### config.mk
export PLATFORM = sky130hd
export DESIGN_NAME = taxi_trip_ctrl
export DESIGN_NICKNAME = d
export VERILOG_FILES = /design/src/rtl/taxi_trip_ctrl.sv
export SDC_FILE = /design/constraint.sdc
export NUM_CORES = 1
export LEC_CHECK = 0
export CAP_MARGIN = 20
export CELL_PAD_IN_SITES_DETAIL_PLACEMENT = 1
export CELL_PAD_IN_SITES_GLOBAL_PLACEMENT = 1
export CORE_ASPECT_RATIO = 1.5
export CORE_MARGIN = 3
export CORE_UTILIZATION = 41
export CTS_CLUSTER_DIAMETER = 40
export CTS_CLUSTER_SIZE = 28
export DETAILED_ROUTE_END_ITERATION = 10
export PLACE_DENSITY = 0.79
export SETUP_SLACK_MARGIN = 0.05
export SLEW_MARGIN = 40
export SYNTH_ARGS = -nofsm -noshare
export SYNTH_HDL_FRONTEND = slang
export SYNTH_SLANG_ARGS = --single-unit
export TNS_END_PERCENT = 1
### constraint.sdc
create_clock -name sys_clk -period 5.2 [get_ports sys_clk]
set_clock_uncertainty 0.05 [all_clocks]
set_input_delay 1.04 -clock sys_clk [delete_from_list [all_inputs] [get_ports sys_clk]]
set_output_delay 1.04 -clock sys_clk [all_outputs]
set_load 0.005 [all_outputs]
### src/rtl/taxi_trip_ctrl.sv
// Taxi meter trip controller: sequences a trip, accumulates distance and wait time, and hands off the settled fare.
// Optional build macro NIGHT_RATE_EN adds a night_mode input that raises the base fare and km rate by one yuan.
//
// state      | meaning
// IDLE   (0) | no trip running; outputs hold the last trip's values
// WAIT   (1) | stationary; prescaler accumulates wait seconds
// DRIVE  (2) | moving; wheel pulses add distance
// SETTLE (3) | fare frozen and presented until the consumer accepts it
module taxi_trip_ctrl #(
    parameter int unsigned CLK_FREQ   = 50_000_000,
    parameter int unsigned BASE_FARE  = 8,
    parameter int unsigned BASE_UNITS = 30,
    parameter int unsigned KM_RATE    = 2,
    parameter int unsigned MIN_RATE   = 1
) (
    input  logic        sys_clk,
    input  logic        sys_rst,
    input  logic        start_pulse,
    input  logic        wait_pulse,
    input  logic        stop_pulse,
    input  logic        wheel_pulse,
`ifdef NIGHT_RATE_EN
    input  logic        night_mode,
`endif
    input  logic        fare_ready,
    output logic [1:0]  trip_state,
    output logic [19:0] dist_100m,
    output logic [19:0] wait_sec,
    output logic [19:0] fare,
    output logic        fare_valid
);

    typedef enum logic [1:0] {
        ST_IDLE   = 2'd0,
        ST_WAIT   = 2'd1,
        ST_DRIVE  = 2'd2,
        ST_SETTLE = 2'd3
    } state_t;

    localparam logic [19:0] SAT          = 20'hFFFFF;
    localparam logic [31:0] PRE_LAST     = 32'(CLK_FREQ - 1);
    localparam logic [19:0] BASE_UNITS_W = 20'(BASE_UNITS);
    localparam logic [31:0] MIN_RATE_W   = 32'(MIN_RATE);

    state_t      state;
    logic [31:0] prescaler;
    logic [3:0]  km_sub;
    logic [19:0] extra_km;
    logic [5:0]  sec_in_min;
    logic [19:0] wait_min;
    logic [31:0] base_eff;
    logic [31:0] rate_eff;
    logic [31:0] fare_sum;
    logic [19:0] fare_next;
    logic        start_trip;
    logic        dist_inc;
    logic        sec_wrap;
    logic        wait_inc;

`ifdef NIGHT_RATE_EN
    logic night_latched;
    assign base_eff = 32'(BASE_FARE) + {31'd0, night_latched};
    assign rate_eff = 32'(KM_RATE) + {31'd0, night_latched};
`else
    assign base_eff = 32'(BASE_FARE);
    assign rate_eff = 32'(KM_RATE);
`endif

    assign trip_state = state;
    assign start_trip = (state == ST_IDLE) && start_pulse;
    assign dist_inc   = (state == ST_DRIVE) && wheel_pulse && (dist_100m != SAT);
    assign sec_wrap   = (state == ST_WAIT) && (prescaler == PRE_LAST);
    assign wait_inc   = sec_wrap && (wait_sec != SAT);

    // Fare is built from incrementally maintained extra_km / wait_min, so no divider is needed.
    assign fare_sum  = base_eff + rate_eff * {12'd0, extra_km} + MIN_RATE_W * {12'd0, wait_min};
    assign fare_next = (fare_sum > {12'd0, SAT}) ? SAT : fare_sum[19:0];

    always_ff @(posedge sys_clk or posedge sys_rst) begin
        if (sys_rst) begin
            dist_100m  <= '0;
            wait_sec   <= '0;
            prescaler  <= '0;
            km_sub     <= '0;
            extra_km   <= '0;
            sec_in_min <= '0;
            wait_min   <= '0;
        end else if (start_trip) begin
            dist_100m  <= '0;
            wait_sec   <= '0;
            prescaler  <= '0;
            km_sub     <= '0;
            extra_km   <= '0;
            sec_in_min <= '0;
            wait_min   <= '0;
        end else begin
            if (dist_inc) begin
                dist_100m <= dist_100m + 20'd1;
                // A started km is charged as soon as its first 100 m beyond the base distance arrives.
                if (dist_100m >= BASE_UNITS_W) begin
                    km_sub <= (km_sub == 4'd9) ? 4'd0 : km_sub + 4'd1;
                    if (km_sub == 4'd0) begin
                        extra_km <= extra_km + 20'd1;
                    end
                end
            end
            // Paused, not cleared, outside WAIT so partial seconds carry across waits.
            if (state == ST_WAIT) begin
                prescaler <= (prescaler == PRE_LAST) ? 32'd0 : prescaler + 32'd1;
            end
            if (wait_inc) begin
                wait_sec   <= wait_sec + 20'd1;
                sec_in_min <= (sec_in_min == 6'd59) ? 6'd0 : sec_in_min + 6'd1;
                if (sec_in_min == 6'd0) begin
                    wait_min <= wait_min + 20'd1;
                end
            end
        end
    end

    always_ff @(posedge sys_clk or posedge sys_rst) begin
        if (sys_rst) begin
            state      <= ST_IDLE;
            fare       <= '0;
            fare_valid <= 1'b0;
`ifdef NIGHT_RATE_EN
            night_latched <= 1'b0;
`endif
        end else begin
            case (state)
                ST_IDLE: begin
                    if (start_pulse) begin
                        state <= ST_DRIVE;
`ifdef NIGHT_RATE_EN
                        night_latched <= night_mode;
`endif
                    end
                end
                ST_DRIVE: begin
                    fare <= fare_next;
                    if (stop_pulse) begin
                        state      <= ST_SETTLE;
                        fare_valid <= 1'b1;
                    end else if (wait_pulse) begin
                        state <= ST_WAIT;
                    end
                end
                ST_WAIT: begin
                    fare <= fare_next;
                    if (stop_pulse) begin
                        state      <= ST_SETTLE;
                        fare_valid <= 1'b1;
                    end else if (wait_pulse || start_pulse) begin
                        state <= ST_DRIVE;
                    end
                end
                ST_SETTLE: begin
                    if (fare_valid && fare_ready) begin
                        state      <= ST_IDLE;
                        fare_valid <= 1'b0;
                    end
                end
                default: begin
                    state      <= ST_IDLE;
                    fare_valid <= 1'b0;
                end
            endcase
        end
    end

endmodule

==> results_dict.tcl, run 1 <==
set metrics [dict create \
    cpMostUsedCell "ha_1" \
    regArea_um2 3630 \
    grt_pass1_wl_um 37500 \
    worstSetupPathType "reg -> reg" \
    cts_resized 0 \
    multiInputGateArea_um2 4500 \
    die-area_um2 22100 \
    highest_layer "met4" \
    synth-compound-area-share_pct 11.4 \
    overflow 0 \
    place_ws_ps 1810 \
    antenna_found_initial 0 \
    worst_hold_path_type "reg -> reg" \
    cts_tree "yes" \
    initial_core_util_pct 41.9 \
    grt_pass1_vias 7597 \
    cts_made_buffers 17 \
    synthSimpleGateAreaFrac_pct 23.1 \
    cts_setup_buffers 0 \
    core_um2 19900 \
    synthArstFlopShare_pct 100 \
    area_growth_pct 19.0 \
    first_pass_iters 4 \
    post-dp-hpwl_um 15500 \
    worstSkewPairLatency_ps 430 \
    synth_top_family_by_area "simple AND/OR/NAND/NOR gates" \
    drive_above_1_share_pct 5.61 \
    crit_slowest_cell "mux2_2" \
    yosys.area_share.xor_xnor_pct 10.5 \
    maxCapViolations 0 \
    hold_violations 0 \
    leakagePower_nw 4.46 \
    period_share_pct 65.5 \
    cts_hold_buf 0 \
    wl_per_cell_um 17.8 \
    num_rows 63 \
    clk_path_buf_depth 2 \
    grt_setup_unrepaired "false" \
    yosys_warnings 0 \
    h-tree-depth 4 \
    rr_worst_depth 10 \
    syn_nets 959 \
    max_freq_mhz 294 \
    wl_met1_um 8750 \
    grt_max_degree 90 \
    fp.dieH_um 181 \
    hold-path-cell-count 1 \
    root_buffer "clkbuf_16" \
    worst_setup_path_end_kind "register" \
    worst_pin_slew_ps 787 \
    vdd_ir_drop_max_uv 338 \
    antenna_left 0 \
    crit_required_ps 5460 \
    nets 1029 \
    startpoint_type "register" \
    final.setup.worst_slack_ps 1790 \
    clock_sinks 145 \
    synth_adder_area_share_pct 8.35 \
    slowest_delay_ps 450 \
    syn_avg_cell_area_um2 9.28 \
    critPathMaxFanout 20 \
    syn_inst 897 \
    vias 6960 \
    place.port_buffers 69 \
    ys_seq_area_share_pct 43.6 \
    drtIter0Drc 250 \
    cp_data_arrival_time_ps 3670 \
    diodes 0 \
    cp_cell_sequence "ha_1, ha_1, fa_1, a21o_1, a31o_2, nand3_1, and2_1, o22ai_1, mux2_2, o32a_1" \
    num_io_pins 70 \
    outcome "completed" \
    grtUsageTotal_pct 21.0 \
    ys_ff_latch 145 \
    routed_wl_um 22100 \
    fin_crit_ps 3410 \
    max_slew_margin_pct 47.0 \
    setup_viol 0 \
    synth_cell_types 57 \
    synth_edf_count 0 \
    wl_met3_um 483 \
    r2r_slack_ps 1790 \
    dr_wl_met2_um 12300 \
    gp_congestion 0.816 \
    final_util_pct 49.9 \
    synthFlopType "dfrtp_1" \
    synth_area_um2 8330 \
    drcViolationCount 0 \
    power.density_nw_per_um2 373 \
    synthMuxAreaShare_pct 0.496 \
    slew_viol_final 0 \
    path_clk_slew_ps 60 \
    routed_via_density 5.61 \
    fill_cells 2295 \
    die_x_um 122 \
    finalSetupTns_ps 0 \
]
-- sequential cells by signal, indices dropped and copies added (netlist names) --
signal      count
wait_min       20
trip_state      2
fare           20
km_sub          4
extra_km       20
dist_100m      20
sec_in_min      6
wait_sec       20
prescaler      32
fare_valid      1
-- path summary, 6_finish.rpt --
check / start / to
worst min-delay path: fare[16] / fare[16]
max in group asynchronous: sys_rst / prescaler[11]
worst min register to register: fare[16] / fare[16]
min in group asynchronous: sys_rst / fare[17]
worst max-delay path: extra_km[1] / fare[18]
worst max register to register: extra_km[1] / fare[18]
-- kinds of logic after synthesis --
logic type / count (synthesis)
compound gates: 148
xor+xnor: 100
fa+ha+maj: 55
buf+inv: 54
flops: 145
mux: 4
simple gates: 391
-- power by group --
group          leakage, nW  switching (mW)  total [mW]  internal (mW)
logic                 2.23           0.567        1.06          0.489
registers             1.96           0.139        1.43           1.29
clock network        0.269           0.501        1.21          0.705
total                 4.46            1.21        3.70           2.49
-- layout by cell type, fill, tap and decap left out, types with 4 or more instances in the layout --
| cell | n |
|---|---|
| dfrtp_1 | 145 |
| nor2_1 | 121 |
| nand2_1 | 72 |
| clkdlybuf4s50_1 | 69 |
| nand3_1 | 54 |
| ha_1 | 54 |
| xor2_1 | 51 |
| xnor2_1 | 49 |
| a21oi_1 | 39 |
| o21ai_0 | 37 |
| inv_1 | 29 |
| nor3_1 | 28 |
| nand4_1 | 24 |
| o22a_1 | 19 |
| or3_1 | 18 |
| clkbuf_16 | 17 |
| nor4_1 | 15 |
| and3_1 | 14 |
| a21o_1 | 8 |
| and4_1 | 7 |
| o31ai_1 | 7 |
| and2_1 | 6 |
| nor2b_1 | 6 |
| clkinv_4 | 5 |
| a211oi_1 | 4 |
| o21bai_1 | 4 |
| or2_2 | 4 |
| a31oi_1 | 4 |
| o22ai_1 | 4 |
| clkinvlp_4 | 4 |
| buf_4 | 4 |
-- through the flow --
| stage | std cells | total power, mW | hold slack (ps) | area [um2] |
|---|---|---|---|---|
| after floorplan | 897 | 2.07 | 418 | 8330 |
| after global placement | 1207 | 2.49 | 430 | 9290 |
| after detailed placement | 1207 | 2.53 | 436 | 9310 |
| after CTS | 1239 | 3.76 | 451 | 9880 |
| after global routing | 1240 | 3.92 | 465 | 9910 |
| final | 1240 | 3.70 | 446 | 9910 |
-- synthesized netlist by cell type, drive strengths merged, types with 8 or more instances --
| cell type | instances | share of area (%) |
|---|---|---|
| nor4 | 16 | 1.2 |
| nand3 | 54 | 3.2 |
| clkbuf | 23 | 1.0 |
| nor2 | 121 | 5.5 |
| o21ai | 40 | 2.4 |
| dfrtp | 145 | 44 |
| a21o | 8 | 0.72 |
| xor2 | 51 | 5.4 |
| xnor2 | 49 | 5.2 |
| a21oi | 39 | 2.3 |
| nand2 | 72 | 3.2 |
| ha | 54 | 8.1 |
| and3 | 14 | 1.1 |
| inv | 30 | 1.4 |
| o22a | 19 | 2.0 |
| nand4 | 24 | 1.8 |
| nor3 | 29 | 1.7 |
| or3 | 20 | 1.6 |
-- per-layer routing --
layer | track usage, % | vias up
met2 | 39.9 | 89
li1 | - | 3321
met4 | 8.30 | 0
met3 | 3.52 | 40
met5 | 0 | -
met1 | 22.4 | 3510
-- worst max-delay path: cells and delay by family, from the launching register on --
kind            cells  cell delay [ps]
flops               1              430
fa+ha+maj           3              990
compound gates      4             1010
simple gates        2              350
mux                 1              450
-- layout make-up --
type                            instances  area share [%]
Inverter                               30            1.19
Multi-Input combinational cell        698            45.5
Timing Repair Buffer                   75            7.67
Tap cell                              260            3.28
Clock inverter                         13            1.41
Sequential cell                       145            36.6
Clock buffer                           19            4.37
Note: power is estimated with default switching activity, not from simulation.
==> run 2: changes to the inputs <==
Clock period 5.2 ns to 3.1 ns, I/O delays scaled along.
==> run 2 against run 1 <==
Net effect:
- global-route usage is 0.42 points higher
- clock-buffer cell count is 4 higher
- via count is 0.37% higher
- final cell count is 1.7% higher
- clock power is 65% higher
- critical path depth is 3 lower
- core utilization is 1.0 points higher
- maximum frequency is 15% higher
- total power is 71% higher
- largest cell class unchanged
- largest power group unchanged
==> results_dict.tcl, run 2 (synthesized netlist as in run 1, its figures left out) <==
set metrics [dict create \
    slew_viol_final 0 \
    finalSetupTns_ps 0 \
    max_freq_mhz 338 \
    routed_via_density 5.54 \
    final.setup.worst_slack_ps 141 \
    drtIter0Drc 391 \
    cp_data_arrival_time_ps 3260 \
    worstSkewPairLatency_ps 430 \
    grt_pass1_vias 7625 \
    num_rows 63 \
    core_um2 19900 \
    antenna_left 0 \
    hold_violations 0 \
    clk_path_buf_depth 2 \
    final_util_pct 50.9 \
    max_slew_margin_pct 56.0 \
    die_x_um 122 \
    first_pass_iters 5 \
    place_ws_ps -3.22 \
    area_growth_pct 21.4 \
    worst_setup_path_end_kind "register" \
    comb_power_share_pct 30.6 \
    period_share_pct 95.4 \
    vdd_ir_drop_max_uv 464 \
    vias 6986 \
    critPathMaxFanout 11 \
    outcome "completed" \
    fp.dieH_um 181 \
    grt_setup_unrepaired "false" \
    setup_viol 0 \
    final_common_cell "dfrtp_1" \
    regArea_um2 3630 \
    gp_congestion 0.820 \
    wl_per_cell_um 17.8 \
    place.port_buffers 69 \
    swShare_pct 32.3 \
    final_cell_mix "dfrtp_1, nor2_1, nand2_1, clkdlybuf4s50_1, nand3_1" \
    nets 1050 \
    cts_tree "yes" \
    top_register "prescaler" \
    num_io_pins 70 \
    diodes 0 \
    die-area_um2 22100 \
    use_met2_pct 39.6 \
    busiest_layer "met2" \
    drcViolationCount 0 \
    routed_wl_um 22500 \
    grt_pass1_wl_um 38300 \
    grt_max_degree 90 \
    switchingPower_mw 2.04 \
    pwr-share-seq_pct 37.8 \
    multiInputGateArea_um2 4540 \
    fin_crit_ps 2960 \
    p_clk_share_pct 31.6 \
    path_clk_slew_ps 60 \
    p_int_mw 4.28 \
    post-dp-hpwl_um 15800 \
    worst_pin_slew_ps 658 \
    antenna_found_initial 0 \
    startpoint_type "register" \
    grtUsageTotal_pct 21.4 \
    crit_required_ps 3400 \
    overflow 0 \
    grtUsageMet3_pct 3.55 \
    largest_reg_flops 32 \
    initial_core_util_pct 41.9 \
    worst_hold_path_type "reg -> reg" \
    drive_above_1_share_pct 8.19 \
    leakagePower_nw 4.56 \
    grtUsageMet1_pct 24.6 \
    fill_cells 2286 \
    root_buffer "clkbuf_16" \
    h-tree-depth 4 \
    cts_made_buffers 17 \
    clock_sinks 145 \
    maxCapViolations 0 \
    power.density_nw_per_um2 625 \
    worstSetupPathType "reg -> reg" \
]
-- run 2: cell types whose count changed in the layout (fill, tap and decap cells not counted), sizes merged --
cell / change
buf: +21
clkbuf: +4
clkinv: -3
bufinv: -1
-- run 2: final timing paths --
path                         startpoint           end  slack [ps]  depth (start not counted)
max                        prescaler[7]  wait_min[15]         140                          7
min                             fare[9]       fare[9]         440                          1
max reg2reg                prescaler[7]  wait_min[15]         140                          7
min reg2reg                     fare[9]       fare[9]         440                          1
max in group asynchronous       sys_rst  dist_100m[7]        1800                          3
min in group asynchronous       sys_rst       fare[2]         450                          2
-- run 2: stage by stage --
step / cell area, um2 / power [mW] / std cells / hold slack [ps]
6_report: 10100 / 6.32 / 1261 / 444
5_1_grt: 10100 / 6.69 / 1261 / 454
4_1_cts: 10100 / 6.39 / 1260 / 445
3_5_place_dp: 9490 / 4.36 / 1228 / 438
3_3_place_gp: 9480 / 4.30 / 1228 / 431
2_1_floorplan: 8330 / 3.48 / 897 / 418
-- run 2: repair_timing --
action	CTS	global route
endpoints found under the setup margin	20	20
resized for setup	3	7
cloned	0	0
pin swaps	0	1
hold buffers	0	0
buffers inserted	0	1
-- run 2: layout make-up --
class,count,share of cell area (%)
Multi-Input combinational cell,698,44.9
Sequential cell,145,35.9
Timing Repair Buffer,96,9.21
Clock buffer,23,4.83
Tap cell,260,3.22
Inverter,30,1.15
Clock inverter,9,0.805
-- run 2: per-layer routing --
metal | wire length (um) | part of all wire [%] | up-vias
li1 | - | - | 3363
met1 | 9070 | 40 | 3529
met2 | 12600 | 56 | 69
met3 | 389 | 1.7 | 25
met4 | 370 | 1.6 | 0
met5 | 0 | 0 | -
-- run 2: power by group through the flow --
stage / Combinational, mW / Clock, mW / Sequential, mW
floorplan: 1.07 / 0 / 2.40
detailed placement: 1.94 / 0 / 2.42
finish: 1.93 / 2.00 / 2.39
global placement: 1.88 / 0 / 2.42
global route: 2.14 / 2.12 / 2.44
CTS: 1.96 / 2.04 / 2.39
-- run 2: critical path, stage by stage (launching register included) --
cell	delay (ps)
dfrtp_1	430
nor4_1	320
nand3_1	120
or4_1	560
or3_4	380
or3_4	480
or3_1	380
a21oi_1	160
